`config.mk`:
```
export PLATFORM = sky130hd
export DESIGN_NAME = alu_rr_scheduler
export DESIGN_NICKNAME = d
export VERILOG_FILES = /design/src/rtl/alu_rr_scheduler.sv
export SDC_FILE = /design/constraint.sdc
export NUM_CORES = 1
export LEC_CHECK = 0
export BUFFER_PORTS_ARGS = -buffer_cell sky130_fd_sc_hd__buf_2
export CAP_MARGIN = 0
export CORE_AREA = 2 2 164 166
export CTS_CLUSTER_SIZE = 30
export DETAILED_ROUTE_END_ITERATION = 16
export DIE_AREA = 0 0 166 168
export MAX_ROUTING_LAYER = met4
export PLACE_DENSITY = 0.64
export SKIP_CTS_REPAIR_TIMING = 1
export SLEW_MARGIN = 20
export SYNTH_ARGS = -nofsm -noshare
export SYNTH_HDL_FRONTEND = slang
export SYNTH_SLANG_ARGS = --single-unit
```
`constraint.sdc`:
```
create_clock -name clk -period 4.3 [get_ports clk]
set_clock_uncertainty 0.2 [all_clocks]
set_input_delay 0.86 -clock clk [delete_from_list [all_inputs] [get_ports clk]]
set_output_delay 0.86 -clock clk [all_outputs]
set_load 0.005 [all_outputs]
```
`src/rtl/alu_rr_scheduler.sv`:
```
// -----------------------------------------------------------------------------
// alu_rr_scheduler
//
// Shares one combinational 32-bit ALU between NUM_REQ requesters. Requests are
// arbitrated round-robin. The winner's operands are held on the ALU for as many
// cycles as its opcode class needs, and the result is then captured. It is
// returned to the requester over a valid/ready response channel.
//
// Parameters:
//   NUM_REQ     number of requesters (2..8)
//   MUL_CYCLES  operand hold cycles for the multiply class (>= 1)
//   DIV_CYCLES  operand hold cycles for the divide class (>= 1)
//
// Ports:
//   clk, rst             clock, synchronous active-high reset
//   req_valid/req_ready  per-requester request valid / one-hot accept pulse
//   req_a, req_b         packed 32-bit operands, requester i at [32i+31:32i]
//   req_sel              packed 4-bit opcodes, requester i at [4i+3:4i]
//   alu_a, alu_b, alu_sel  operand/select drive to the ALU
//   alu_out, alu_zero    result and Zero flag from the ALU
//   resp_valid/ready     response handshake
//   resp_id              index of the granted requester
//   resp_data, resp_zero captured result and Zero flag
//   resp_err             divide-by-zero trap flag (0 unless the trap is built)
//   busy                 high whenever the FSM is not idle
//
// Build option:
//   ALU_SCHED_DIV0_TRAP_EN  when defined, an integer divide (0011/0111) with
//                           B == 0 is not issued. It is answered immediately
//                           with data 0, zero 1 and err 1.
// -----------------------------------------------------------------------------
module alu_rr_scheduler #(
    parameter int NUM_REQ    = 4,
    parameter int MUL_CYCLES = 3,
    parameter int DIV_CYCLES = 8
) (
    input  logic                       clk,
    input  logic                       rst,
    input  logic [NUM_REQ-1:0]         req_valid,
    input  logic [NUM_REQ*32-1:0]      req_a,
    input  logic [NUM_REQ*32-1:0]      req_b,
    input  logic [NUM_REQ*4-1:0]       req_sel,
    output logic [NUM_REQ-1:0]         req_ready,
    output logic [31:0]                alu_a,
    output logic [31:0]                alu_b,
    output logic [3:0]                 alu_sel,
    input  logic [31:0]                alu_out,
    input  logic                       alu_zero,
    output logic                       resp_valid,
    input  logic                       resp_ready,
    output logic [$clog2(NUM_REQ)-1:0] resp_id,
    output logic [31:0]                resp_data,
    output logic                       resp_zero,
    output logic                       resp_err,
    output logic                       busy
);

    localparam int ID_W  = $clog2(NUM_REQ);
    localparam int MAX_C = (MUL_CYCLES > DIV_CYCLES) ? MUL_CYCLES : DIV_CYCLES;
    localparam int CNT_W = $clog2(MAX_C + 1);

    typedef enum logic [1:0] {
        S_IDLE,
        S_BUSY,
        S_RESP
    } state_t;

    state_t            state, state_next;
    logic [ID_W-1:0]   ptr;
    logic [CNT_W-1:0]  cnt;
    logic [31:0]       op_a, op_b;
    logic [3:0]        op_sel;

    logic              grant_found;
    logic [ID_W-1:0]   grant_idx;
    logic [31:0]       sel_a, sel_b;
    logic [3:0]        sel_op;
    logic              accept;
    logic              trap_hit;

    // The hold count minus one, so that a count of zero means "capture now".
    function automatic logic [CNT_W-1:0] class_cnt(input logic [3:0] op);
        case (op)
            4'b0010, 4'b0110, 4'b1110: return CNT_W'(MUL_CYCLES - 1);
            4'b0011, 4'b0111, 4'b1111: return CNT_W'(DIV_CYCLES - 1);
            default:                   return '0;
        endcase
    endfunction

    // Round-robin search. The first pass covers indices at or above ptr. The
    // second pass wraps around to the indices below ptr.
    // NOTE: every variable written here gets a default first; otherwise a
    // path that skips the assignment would infer a latch.
    always_comb begin
        grant_found = 1'b0;
        grant_idx   = '0;
        for (int i = 0; i < NUM_REQ; i++) begin
            if (!grant_found && req_valid[i] && (ID_W'(i) >= ptr)) begin
                grant_found = 1'b1;
                grant_idx   = ID_W'(i);
            end
        end
        for (int i = 0; i < NUM_REQ; i++) begin
            if (!grant_found && req_valid[i] && (ID_W'(i) < ptr)) begin
                grant_found = 1'b1;
                grant_idx   = ID_W'(i);
            end
        end
    end

    // Operand mux for the winning requester.
    always_comb begin
        sel_a  = '0;
        sel_b  = '0;
        sel_op = '0;
        for (int i = 0; i < NUM_REQ; i++) begin
            if (grant_idx == ID_W'(i)) begin
                sel_a  = req_a[32*i +: 32];
                sel_b  = req_b[32*i +: 32];
                sel_op = req_sel[4*i +: 4];
            end
        end
    end

`ifdef ALU_SCHED_DIV0_TRAP_EN
    assign trap_hit = ((sel_op == 4'b0011) || (sel_op == 4'b0111)) && (sel_b == 32'd0);
`else
    assign trap_hit = 1'b0;
`endif

    // Next state and the accept pulse. req_ready is forced low during reset
    // so that every output reads zero while rst is held.
    always_comb begin
        state_next = state;
        req_ready  = '0;
        accept     = 1'b0;
        case (state)
            S_IDLE: begin
                if (grant_found && !rst) begin
                    accept               = 1'b1;
                    req_ready[grant_idx] = 1'b1;
                    state_next           = trap_hit ? S_RESP : S_BUSY;
                end
            end
            S_BUSY: begin
                if (cnt == '0) state_next = S_RESP;
            end
            S_RESP: begin
                if (resp_ready) state_next = S_IDLE;
            end
            default: state_next = S_IDLE;
        endcase
    end

    // NOTE: sequential state uses non-blocking assignments only, so every
    // register samples pre-edge values regardless of statement order.
    always_ff @(posedge clk) begin
        if (rst) begin
            // NOTE: the operand and response registers are reset explicitly
            // because their values are visible on outputs right after reset.
            state     <= S_IDLE;
            ptr       <= '0;
            cnt       <= '0;
            op_a      <= '0;
            op_b      <= '0;
            op_sel    <= '0;
            resp_id   <= '0;
            resp_data <= '0;
            resp_zero <= 1'b0;
        end else begin
            state <= state_next;
            case (state)
                S_IDLE: begin
                    if (accept) begin
                        resp_id <= grant_idx;
                        ptr     <= (grant_idx == ID_W'(NUM_REQ - 1)) ? '0 : grant_idx + 1'b1;
                        cnt     <= class_cnt(sel_op);
                        if (trap_hit) begin
                            // Trapped divides never reach the ALU.
                            resp_data <= '0;
                            resp_zero <= 1'b1;
                        end else begin
                            op_a   <= sel_a;
                            op_b   <= sel_b;
                            op_sel <= sel_op;
                        end
                    end
                end
                S_BUSY: begin
                    if (cnt != '0) begin
                        cnt <= cnt - 1'b1;
                    end else begin
                        resp_data <= alu_out;
                        resp_zero <= alu_zero;
                    end
                end
                default: ;
            endcase
        end
    end

`ifdef ALU_SCHED_DIV0_TRAP_EN
    logic err_q;
    always_ff @(posedge clk) begin
        if (rst) begin
            err_q <= 1'b0;
        end else if (state == S_IDLE && accept) begin
            err_q <= trap_hit;
        end else if (state == S_BUSY && cnt == '0) begin
            err_q <= 1'b0;
        end
    end
    assign resp_err = err_q;
`else
    assign resp_err = 1'b0;
`endif

    // The operand registers only change on accept, so the ALU inputs stay
    // constant for the whole BUSY window.
    assign alu_a      = op_a;
    assign alu_b      = op_b;
    assign alu_sel    = op_sel;
    assign resp_valid = (state == S_RESP);
    assign busy       = (state != S_IDLE);

endmodule

```
==> flow_metrics.tcl <==
set metrics [dict create \
    period_needed_ps 3480 \
    initial_core_util_pct 25.4 \
    critPathCaptureType "output pin" \
    tns_ps 0 \
    ys_warn_count 0 \
    hold_end "resp_data[16]$_SDFFE_PP0P_" \
    cts_buffer_depth 2 \
    dieArea_mm2 0.0279 \
    holdPathStages 2 \
    synth.cell_area_mm2 0.00669 \
    first_global_vias 7626 \
    ant_nets 0 \
    final_layout_size_suffix_gt1_share_pct 40.1 \
    cts_num_sinks 111 \
    root_buffer "clkbuf_16" \
    async_flop_share_pct 0 \
    rsz0062_at_grt "false" \
    p_switching_mw 1.85 \
    setup_viol 0 \
    regToRegSetupSlack_ps 1220 \
    drtIter0Drc 415 \
    overflow 0 \
    dp_cells 1602 \
    p_clk_share_pct 20.5 \
    die_h_um 168 \
    timing.rr.start "ptr[1]$_SDFFE_PP0P_" \
    synth_edf_count 0 \
    drc 0 \
    reg2reg_to "cnt[1]$_SDFFE_PP0P_" \
    fin_nets 1590 \
    critPathKind "primary input to output pin" \
    seqPwrFrac_pct 30.6 \
    cts_tree "built" \
    status "finished clean" \
    antenna_found_initial 9 \
    crit_fanout 30 \
    worst_pin_slew_ps 945 \
    dp_hpwl_um 21300 \
    routed_wl_um 27900 \
    place_congestion 0.922 \
    powerDensity_mw_per_mm2 489 \
    p_leak_nw 4.16 \
    ioPinCount 422 \
    coreArea_mm2 0.0264 \
    vias 7912 \
    dr.pass1.iters 4 \
    max_clock_freq_mhz 288 \
    arrival_ps 2420 \
    synth_cell_type_count 42 \
    seq_area_mm2 0.00222 \
    grt_util_all_layers_pct 19.6 \
    row_count 60 \
    required_ps 3240 \
    synth_seq_cells 111 \
    dpl_cell_area_mm2 0.00896 \
    worstSetupStartpointType "primary input" \
    area_growth_pct 39.1 \
    n_fill_cell 2864 \
    cap_violations 0 \
    pwr-share-comb_pct 49.0 \
    numCtsBuffers 9 \
    hp-start "resp_data[16]$_SDFFE_PP0P_" \
    whs_ps 254 \
    die_x_um 166 \
    avgSynthCellArea_um2 7.32 \
    slew-limit-headroom_pct 37.0 \
    clk_pin_slew_ps 80 \
    clk_latency_ps 350 \
    maxSlewViolCount 0 \
    final_hold_viol_count 0 \
    synth_fp_nets 1232 \
    synth_seq_area_share_pct 33.2 \
    vdd_drop_max_mv 0.209 \
    intPower_mw 2.69 \
    wire_per_inst_um 17.1 \
    syn_inst 914 \
    min_period_over_period_pct 80.8 \
    stdcell_area_mm2 0.00930 \
    reg2reg_depth 10 \
    hp-class "flip-flop to flip-flop" \
    htreeDepth 3 \
    synth-main-ff-cell "dfxtp_1" \
    avgViaCountPerCell 4.87 \
    grt_pass1_wl_um 41900 \
    fin_cells 1626 \
    grt_max_degree 91 \
    finalPower_mw 4.55 \
    swShare_pct 40.8 \
    numPortBuffers 420 \
    multi_input_area_mm2 0.00406 \
]
[cell type report]
type                    count  share of cell area, %
well taps                 341                   4.59
diodes                      8                  0.215
inverters                   8                  0.323
clock inverters             6                  0.874
clock buffers              10                   2.57
flip-flops and latches    111                   23.9
repair buffers            435                   24.0
multi-input cells         707                   43.6
[layer usage]
metal / part of all wire [%] / vias up / track usage, %
li1: - / 3899 / -
met1: 40 / 3640 / 22.0
met2: 50 / 348 / 33.9
met3: 8.1 / 25 / 5.38
met4: 1.8 / 0 / 6.28
met5: 0 / - / -
[cells in the final DEF, fill, tap and decap left out, types with 2 or more instances in the layout]
cell       instances
buf_2            419
a21oi_1          230
nand2_1          143
dfxtp_1          111
nor2_1            78
nand3b_1          65
o21a_1            63
nor3_2            49
nor3_1            21
buf_4             15
clkbuf_16          9
diode_2            8
inv_1              8
o21ai_0            5
nor2b_1            5
o22ai_1            4
ha_4               4
inv_6              4
and3_1             3
nand2b_1           3
a221oi_1           3
a311oi_1           3
nor3b_1            2
a211oi_2           2
a211oi_1           2
o211ai_1           2
a31oi_1            2
ha_1               2
[flip-flops by register name (all words and copies together), names as in the netlist]
register,count
resp_data,32
resp_id,2
alu_sel,4
cnt,4
alu_a,32
resp_zero,1
alu_b,32
ptr,2
state,2
[kinds of logic after synthesis]
| group | share of synthesized area (%) |
|---|---|
| compound gates | 27.7 |
| simple gates | 30.8 |
| fa+ha+maj | 1.12 |
| buf+inv | 6.98 |
| other cells | 0.0561 |
| mux | 0.150 |
| flops | 33.2 |
[how the worst max path moves through the flow]
stage | startpoint | endpoint
3_5_place_dp | req_valid[0] | alu_a[31]$_SDFFE_PP0P_
6_report | req_valid[0] | req_ready[1]
5_1_grt | req_valid[0] | req_ready[1]
2_1_floorplan | req_valid[2] | req_ready[2]
3_3_place_gp | req_valid[0] | alu_a[31]$_SDFFE_PP0P_
4_1_cts | req_valid[0] | req_ready[1]
[cells in the mapped netlist, types with 2 or more instances]
| library cell | number | area, um2 |
|---|---|---|
| a211oi_1 | 2 | 15.0 |
| a211oi_2 | 2 | 25.0 |
| a21oi_1 | 230 | 1150 |
| a221oi_1 | 3 | 26.3 |
| a311oi_1 | 3 | 26.3 |
| a31oi_1 | 2 | 12.5 |
| and3_1 | 3 | 18.8 |
| buf_2 | 25 | 125 |
| buf_4 | 3 | 22.5 |
| buf_6 | 7 | 78.8 |
| clkbuf_1 | 51 | 191 |
| dfxtp_1 | 111 | 2220 |
| ha_1 | 6 | 75.1 |
| inv_1 | 8 | 30.0 |
| nand2_1 | 144 | 541 |
| nand2b_1 | 3 | 18.8 |
| nand3b_1 | 65 | 488 |
| nor2_1 | 79 | 297 |
| nor2b_1 | 5 | 31.3 |
| nor3_1 | 21 | 105 |
| nor3_2 | 49 | 490 |
| nor3b_1 | 2 | 15.0 |
| o211ai_1 | 2 | 15.0 |
| o21a_1 | 63 | 473 |
| o21ai_0 | 5 | 25.0 |
| o22ai_1 | 4 | 25.0 |
[worst max-delay path: stages]
cell      delay (ps)
buf_2            120
a21oi_1           60
o21ai_0          150
o2bb2a_1         330
inv_1            180
ha_4             340
and3_1           230
buf_2            140
[metrics by stage]
| stage | setup WS [ps] | utilization (%) |
|---|---|---|
| 4_1_cts | 787 | 35.2 |
| 2_1_floorplan | 858 | - |
| 3_3_place_gp | 747 | 34.0 |
| 3_5_place_dp | 683 | 34.0 |
| 5_1_grt | 633 | 35.3 |
| 6_report | 825 | 35.3 |
[power groups by stage]
| stage | Sequential, mW | Combinational, mW | Clock, mW |
|---|---|---|---|
| CTS | 1.39 | 2.25 | 0.975 |
| floorplan | 1.42 | 1.49 | 0 |
| global route | 1.42 | 2.48 | 1.01 |
| global placement | 1.40 | 2.20 | 0 |
| detailed placement | 1.41 | 2.24 | 0 |
| finish | 1.39 | 2.23 | 0.931 |
Note: power is estimated with default switching activity, not from simulation.
